===== src/rtl/traffic_phase_controller.sv =====
// rtl/traffic_phase_controller.sv - main/side junction phase sequencer with latched vehicle and pedestrian requests
// Main road rests on green; requests are served after a minimum main green, pedestrian first.
module traffic_phase_controller #(
  parameter int MIN_GREEN  = 20,
  parameter int YELLOW     = 4,
  parameter int ALL_RED    = 2,
  parameter int SIDE_GREEN = 15,
  parameter int WALK       = 10,
  parameter int CNT_W      = 8
) (
  input  logic       clk,
  input  logic       reset,
  input  logic       vehicle_detected,
  input  logic       ped_detected,
  output logic [2:0] main_light,
  output logic [2:0] side_light,
  output logic       walk,
  output logic       ped_pending,
  output logic [2:0] phase
);

  typedef enum logic [2:0] {
    ST_MAIN_GREEN  = 3'd0,
    ST_MAIN_YELLOW = 3'd1,
    ST_ALL_RED_A   = 3'd2,
    ST_PED_WALK    = 3'd3,
    ST_SIDE_GREEN  = 3'd4,
    ST_SIDE_YELLOW = 3'd5,
    ST_ALL_RED_B   = 3'd6
  } state_t;

  localparam logic [CNT_W-1:0] MG_LAST = CNT_W'(MIN_GREEN - 1);
  localparam logic [CNT_W-1:0] Y_LAST  = CNT_W'(YELLOW - 1);
  localparam logic [CNT_W-1:0] AR_LAST = CNT_W'(ALL_RED - 1);
  localparam logic [CNT_W-1:0] SG_LAST = CNT_W'(SIDE_GREEN - 1);
  localparam logic [CNT_W-1:0] W_LAST  = CNT_W'(WALK - 1);

  state_t           state_q, state_d;
  logic [CNT_W-1:0] timer_q, timer_d;
  logic             side_req_q, side_req_d;
  logic             ped_req_q, ped_req_d;

  always_ff @(posedge clk) begin
    if (reset) begin
      state_q    <= ST_MAIN_GREEN;
      timer_q    <= '0;
      side_req_q <= 1'b0;
      ped_req_q  <= 1'b0;
    end else begin
      state_q    <= state_d;
      timer_q    <= timer_d;
      side_req_q <= side_req_d;
      ped_req_q  <= ped_req_d;
    end
  end

  always_comb begin
    state_d = state_q;
    case (state_q)
      ST_MAIN_GREEN:  if (timer_q == MG_LAST && (side_req_q || ped_req_q)) state_d = ST_MAIN_YELLOW;
      ST_MAIN_YELLOW: if (timer_q == Y_LAST) state_d = ST_ALL_RED_A;
      ST_ALL_RED_A:   if (timer_q == AR_LAST) state_d = ped_req_q ? ST_PED_WALK : ST_SIDE_GREEN;
      ST_PED_WALK:    if (timer_q == W_LAST) state_d = side_req_q ? ST_SIDE_GREEN : ST_ALL_RED_B;
      ST_SIDE_GREEN:  if (timer_q == SG_LAST) state_d = ST_SIDE_YELLOW;
      ST_SIDE_YELLOW: if (timer_q == Y_LAST) state_d = ST_ALL_RED_B;
      ST_ALL_RED_B:   if (timer_q == AR_LAST) state_d = ST_MAIN_GREEN;
      default:        state_d = ST_MAIN_GREEN;
    endcase

    // Main green parks its timer at the last count so a late request is served next edge.
    timer_d = timer_q + 1'b1;
    if (state_d != state_q) begin
      timer_d = '0;
    end else if (state_q == ST_MAIN_GREEN && timer_q == MG_LAST) begin
      timer_d = timer_q;
    end

    side_req_d = side_req_q;
    if (state_d == ST_SIDE_GREEN && state_q != ST_SIDE_GREEN) begin
      side_req_d = 1'b0;
    end else if (vehicle_detected && state_q != ST_SIDE_GREEN) begin
      side_req_d = 1'b1;
    end

    ped_req_d = ped_req_q;
    if (state_d == ST_PED_WALK && state_q != ST_PED_WALK) begin
      ped_req_d = 1'b0;
    end else if (ped_detected && state_q != ST_PED_WALK) begin
      ped_req_d = 1'b1;
    end
  end

  always_comb begin
    main_light = 3'b100;
    side_light = 3'b100;
    case (state_q)
      ST_MAIN_GREEN:  main_light = 3'b001;
      ST_MAIN_YELLOW: main_light = 3'b010;
      ST_SIDE_GREEN:  side_light = 3'b001;
      ST_SIDE_YELLOW: side_light = 3'b010;
      default:        ;
    endcase
    walk        = (state_q == ST_PED_WALK);
    ped_pending = ped_req_q;
    phase       = state_q;
  end

endmodule


===== config.mk =====
export PLATFORM = sky130hd
export DESIGN_NAME = traffic_phase_controller
export DESIGN_NICKNAME = d
export VERILOG_FILES = /design/src/rtl/traffic_phase_controller.sv
export SDC_FILE = /design/constraint.sdc
export NUM_CORES = 1
export LEC_CHECK = 0
export ABC_CLOCK_PERIOD_IN_PS = 5800
export BUFFER_PORTS_ARGS = -buffer_cell sky130_fd_sc_hd__buf_4
export CORE_MARGIN = 5
export CORE_UTILIZATION = 58
export DETAILED_ROUTE_END_ITERATION = 8
export GPL_ROUTABILITY_DRIVEN = 0
export PLACE_DENSITY = 0.89
export SLEW_MARGIN = 20
export SYNTH_ARGS = -nofsm -noshare
export SYNTH_HDL_FRONTEND = slang
export SYNTH_SLANG_ARGS = --single-unit

===== constraint.sdc =====
create_clock -name clk -period 5.8 [get_ports clk]
set_input_delay 1.16 -clock clk [delete_from_list [all_inputs] [get_ports clk]]
set_output_delay 1.16 -clock clk [all_outputs]
set_load 0.02 [all_outputs]

==> summary.md <==
| Metric | Value |
|---|---|
| First-pass iteration count of the detailed router | `4` |
| Worst setup SP type | `register` |
| Final setup vio count | `0` |
| CP max FO | `15` |
| Crit path max-delay family | `flip-flops` |
| Die X | `around 50 um` |
| Sequential Power Share | `a little under three fifths` |
| Final wirelength | `around 2.1 mm` |
| Crit path buf inv count | `2` |
| DPL Wire Length | `between 1.5 and 2 mm` |
| Setup TNS | `0 ns` |
| Pre-CTS setup slack | `roughly 3.4 ns` |
| I/O pins | `15` |
| Leakage | `about 0.00044 uW` |
| WL per Instance | `around 16 um` |
| Total power | `175 uW` |
| Internal power | `about 130 uW` |
| Clock Tree Buf Depth | `2` |
| Row count | `14` |
| Synth area leaders | `dfxtp_1, buf_6, xnor2_1, nor2_1, nor3_1` |
| CTS buffer count | `3` |
| Max-slew headroom | `roughly half` |
| Final Cycle Share | `~44%` |
| Yosys warnings | `0` |
| Worst skew pair latency | `between 0.2 and 0.3 ns` |
| P_sw | `45.9 uW` |
| Clk pwr share | `31.8%` |
| DRT antenna net count | `0` |
| Maxcap violations | `0` |
| Total gr overflow | `0` |
| Syn nets | `between 100 and 150` |
| CP Data Arrival Time | `roughly 1.4 ns` |
| Crit. End Element | `output pin` |
| Synthesis-to-layout area growth | `11.7%` |
| Part of the power in combinational logic | `around an eighth` |
| Vias in the first global route | `a little over 800` |
| CTS tree | `done` |
| Status | `finished clean` |
| Layout Skew | `0.00394 ns` |
| # H-tree levels | `1` |
| CTS Root Cell | `clkbuf_4` |
| Switching portion of total power | `a little over a quarter` |
| Top-area cell type share of the netlist area | `approximately 29%` |
| Hold-fix buffers at CTS | `0` |
| Fin crit period | `~2.6 ns` |
| Via Count | `840` |
| Chip height | `a little under 50 um` |
| DRC Markers | `0` |
| Worst setup margin | `3.22 ns` |
| Synth Area per Inst | `slightly below 9 sq um` |
| Worst slew pin tran | `roughly 0.74 ns` |
| Req. time, crit path | `4.64 ns` |
| Largest area contributor in the netlist | `dfxtp_1` |
| First-pass GRT wire length | `about 3.7 mm` |
| N_diodes | `0` |
| CORE AREA | `between 1500 and 2000 sq um` |
| CP max stage delay | `between 0.6 and 0.7 ns` |
| Fmax | `~390 MHz` |
| Cell area after technology mapping | `between 900 and 1000 sq um` |
| Post-Synthesis Cells | `about 110` |
| Unrepaired setup endpoints after global routing | `false` |
| Die area | `between 2000 and 2500 sq um` |
| Final hold violations | `0` |
| CP max stage cell | `dfxtp_1` |
| Sequential fraction of the synthesis area | `28.6%` |
| Vias per cell | `roughly 6.2` |
| Netlist cell types | `a little over 40` |
| WS Path Type | `register to output pin` |
| Worst IR Drop VDD | `between 0.15 and 0.2 mV` |
| Flops & latches, synth | `13` |
| Port-buffer cells | `14` |
| Hold WC Path Type | `register to register` |
| Share of cells above drive strength 1 | `23.5%` |
| Initial Util | `between 60% and 70%` |
| Final slew viol count | `0` |
| Post-CTS Setup Inserts | `0` |
| Clock sinks | `13` |
| Power Dens Cells | `about 170 nW/um^2` |
| Worst-path clk slew | `~0.080 ns` |
| Largest net degree at the start of global routing | `16` |
| Post-cts resize count | `0` |
| Drt initial violations | `28` |
| Final net count | `roughly 130` |
| CP Cell Sequence | `nand3b_1 -> inv_1 -> buf_4` |
| GRT Util Overall | `18.4%` |
| Antenna violations before repair | `0` |
## tightest hold or removal path, delay by kind of cell, from the launching register on
family | cells | cell delay, ns
DFF | 1 | 0.34
and+or+nand+nor | 1 | 0.04
xor gates and xnor gates | 1 | 0.16
## metal layers
layer | part of all wire (%) | track usage [%] | vias up
met4 | 2.4 | 7.86 | 0
li1 | - | - | 406
met5 | 0 | 0 | -
met3 | 9.2 | 6.02 | 11
met2 | 48 | 29.2 | 44
met1 | 40 | 22.3 | 379
## synthesized netlist by cell type (all sizes together)
cell type  count
nor2b          4
nor3           8
nand2          4
or2            1
ha             3
buf            4
nand3b         1
or4            3
or2b           2
o41a           1
and3           5
dfxtp         13
nand2b         1
a211oi         1
nand4          1
nor4b          1
inv            6
nand3          2
or3            2
nor2          12
a211o          1
mux2i          1
o31ai          2
a31oi          1
o31a           1
o21ai          3
a41oi          1
a2111oi        1
and3b          1
or3b           1
xor2           1
nor3b          1
xnor2          5
nor4           2
a21oi          8
## per-stage QoR
step	cells	utilization (%)	cell area, sq um	hold slack [ns]
2_1_floorplan	105	-	911	0.520
3_3_place_gp	131	65.8	991	0.555
3_5_place_dp	131	65.8	991	0.568
4_1_cts	135	67.5	1020	0.590
5_1_grt	135	67.5	1020	0.613
6_report	135	67.5	1020	0.587
## sequential cells by signal, indices dropped and copies added, names as in the netlist
signal,flops
ped_pending,1
timer_q,8
side_req_q,1
phase,3
## cell usage in the layout (no fill, tap or decap), drive strengths merged, types with 2 or more instances in the layout
master | synthesis | routed
nand3 | 2 | 2
o31ai | 2 | 2
clkbuf | 0 | 4
nor2b | 4 | 4
a21oi | 8 | 8
nand2 | 4 | 4
o21ai | 3 | 3
or3 | 2 | 2
or4 | 3 | 3
inv | 6 | 6
xnor2 | 5 | 5
or2b | 2 | 2
and3 | 5 | 5
buf | 4 | 14
nor2 | 12 | 12
nor4 | 2 | 2
dfxtp | 13 | 13
nor3 | 8 | 8
ha | 3 | 3
## logic make-up after synthesis
| family | share of synthesized area, % |
|---|---|
| AOI/OAI and AO/OA | 18.8 |
| xor gates and xnor gates | 5.77 |
| adders and majority gates | 4.12 |
| buffers and inverters | 7.42 |
| DFF | 28.6 |
| muxes | 1.10 |
| and+or+nand+nor | 34.2 |
## power groups by stage
stage	combinational (uW)	clock, uW	sequential [uW]
floorplan	16.1	0	98.0
global placement	21.5	0	98.2
detailed placement	22.3	0	98.5
CTS	22.6	57.3	96.5
global route	25.0	63.3	97.0
finish	22.5	55.7	96.7
## final cells by class
class | instances | area, sq um
Clock buffer | 4 | 26.3
Fill cell | 126 | 489
Inverter | 6 | 22.5
Multi-Input combinational cell | 82 | 583
Sequential cell | 13 | 260
Tap cell | 16 | 20.0
Timing Repair Buffer | 14 | 105
## final timing paths
path                   start  depth (start not counted)         end  slack [ns]
hold / removal    timer_q[7]                          2  timer_q[7]        0.59
hold reg to reg   timer_q[7]                          2  timer_q[7]        0.59
setup reg to reg  timer_q[4]                          5  timer_q[3]        3.43
setup / recovery    phase[0]                          3        walk        3.22
No activity file was read; power rests on OpenSTA's default activity.
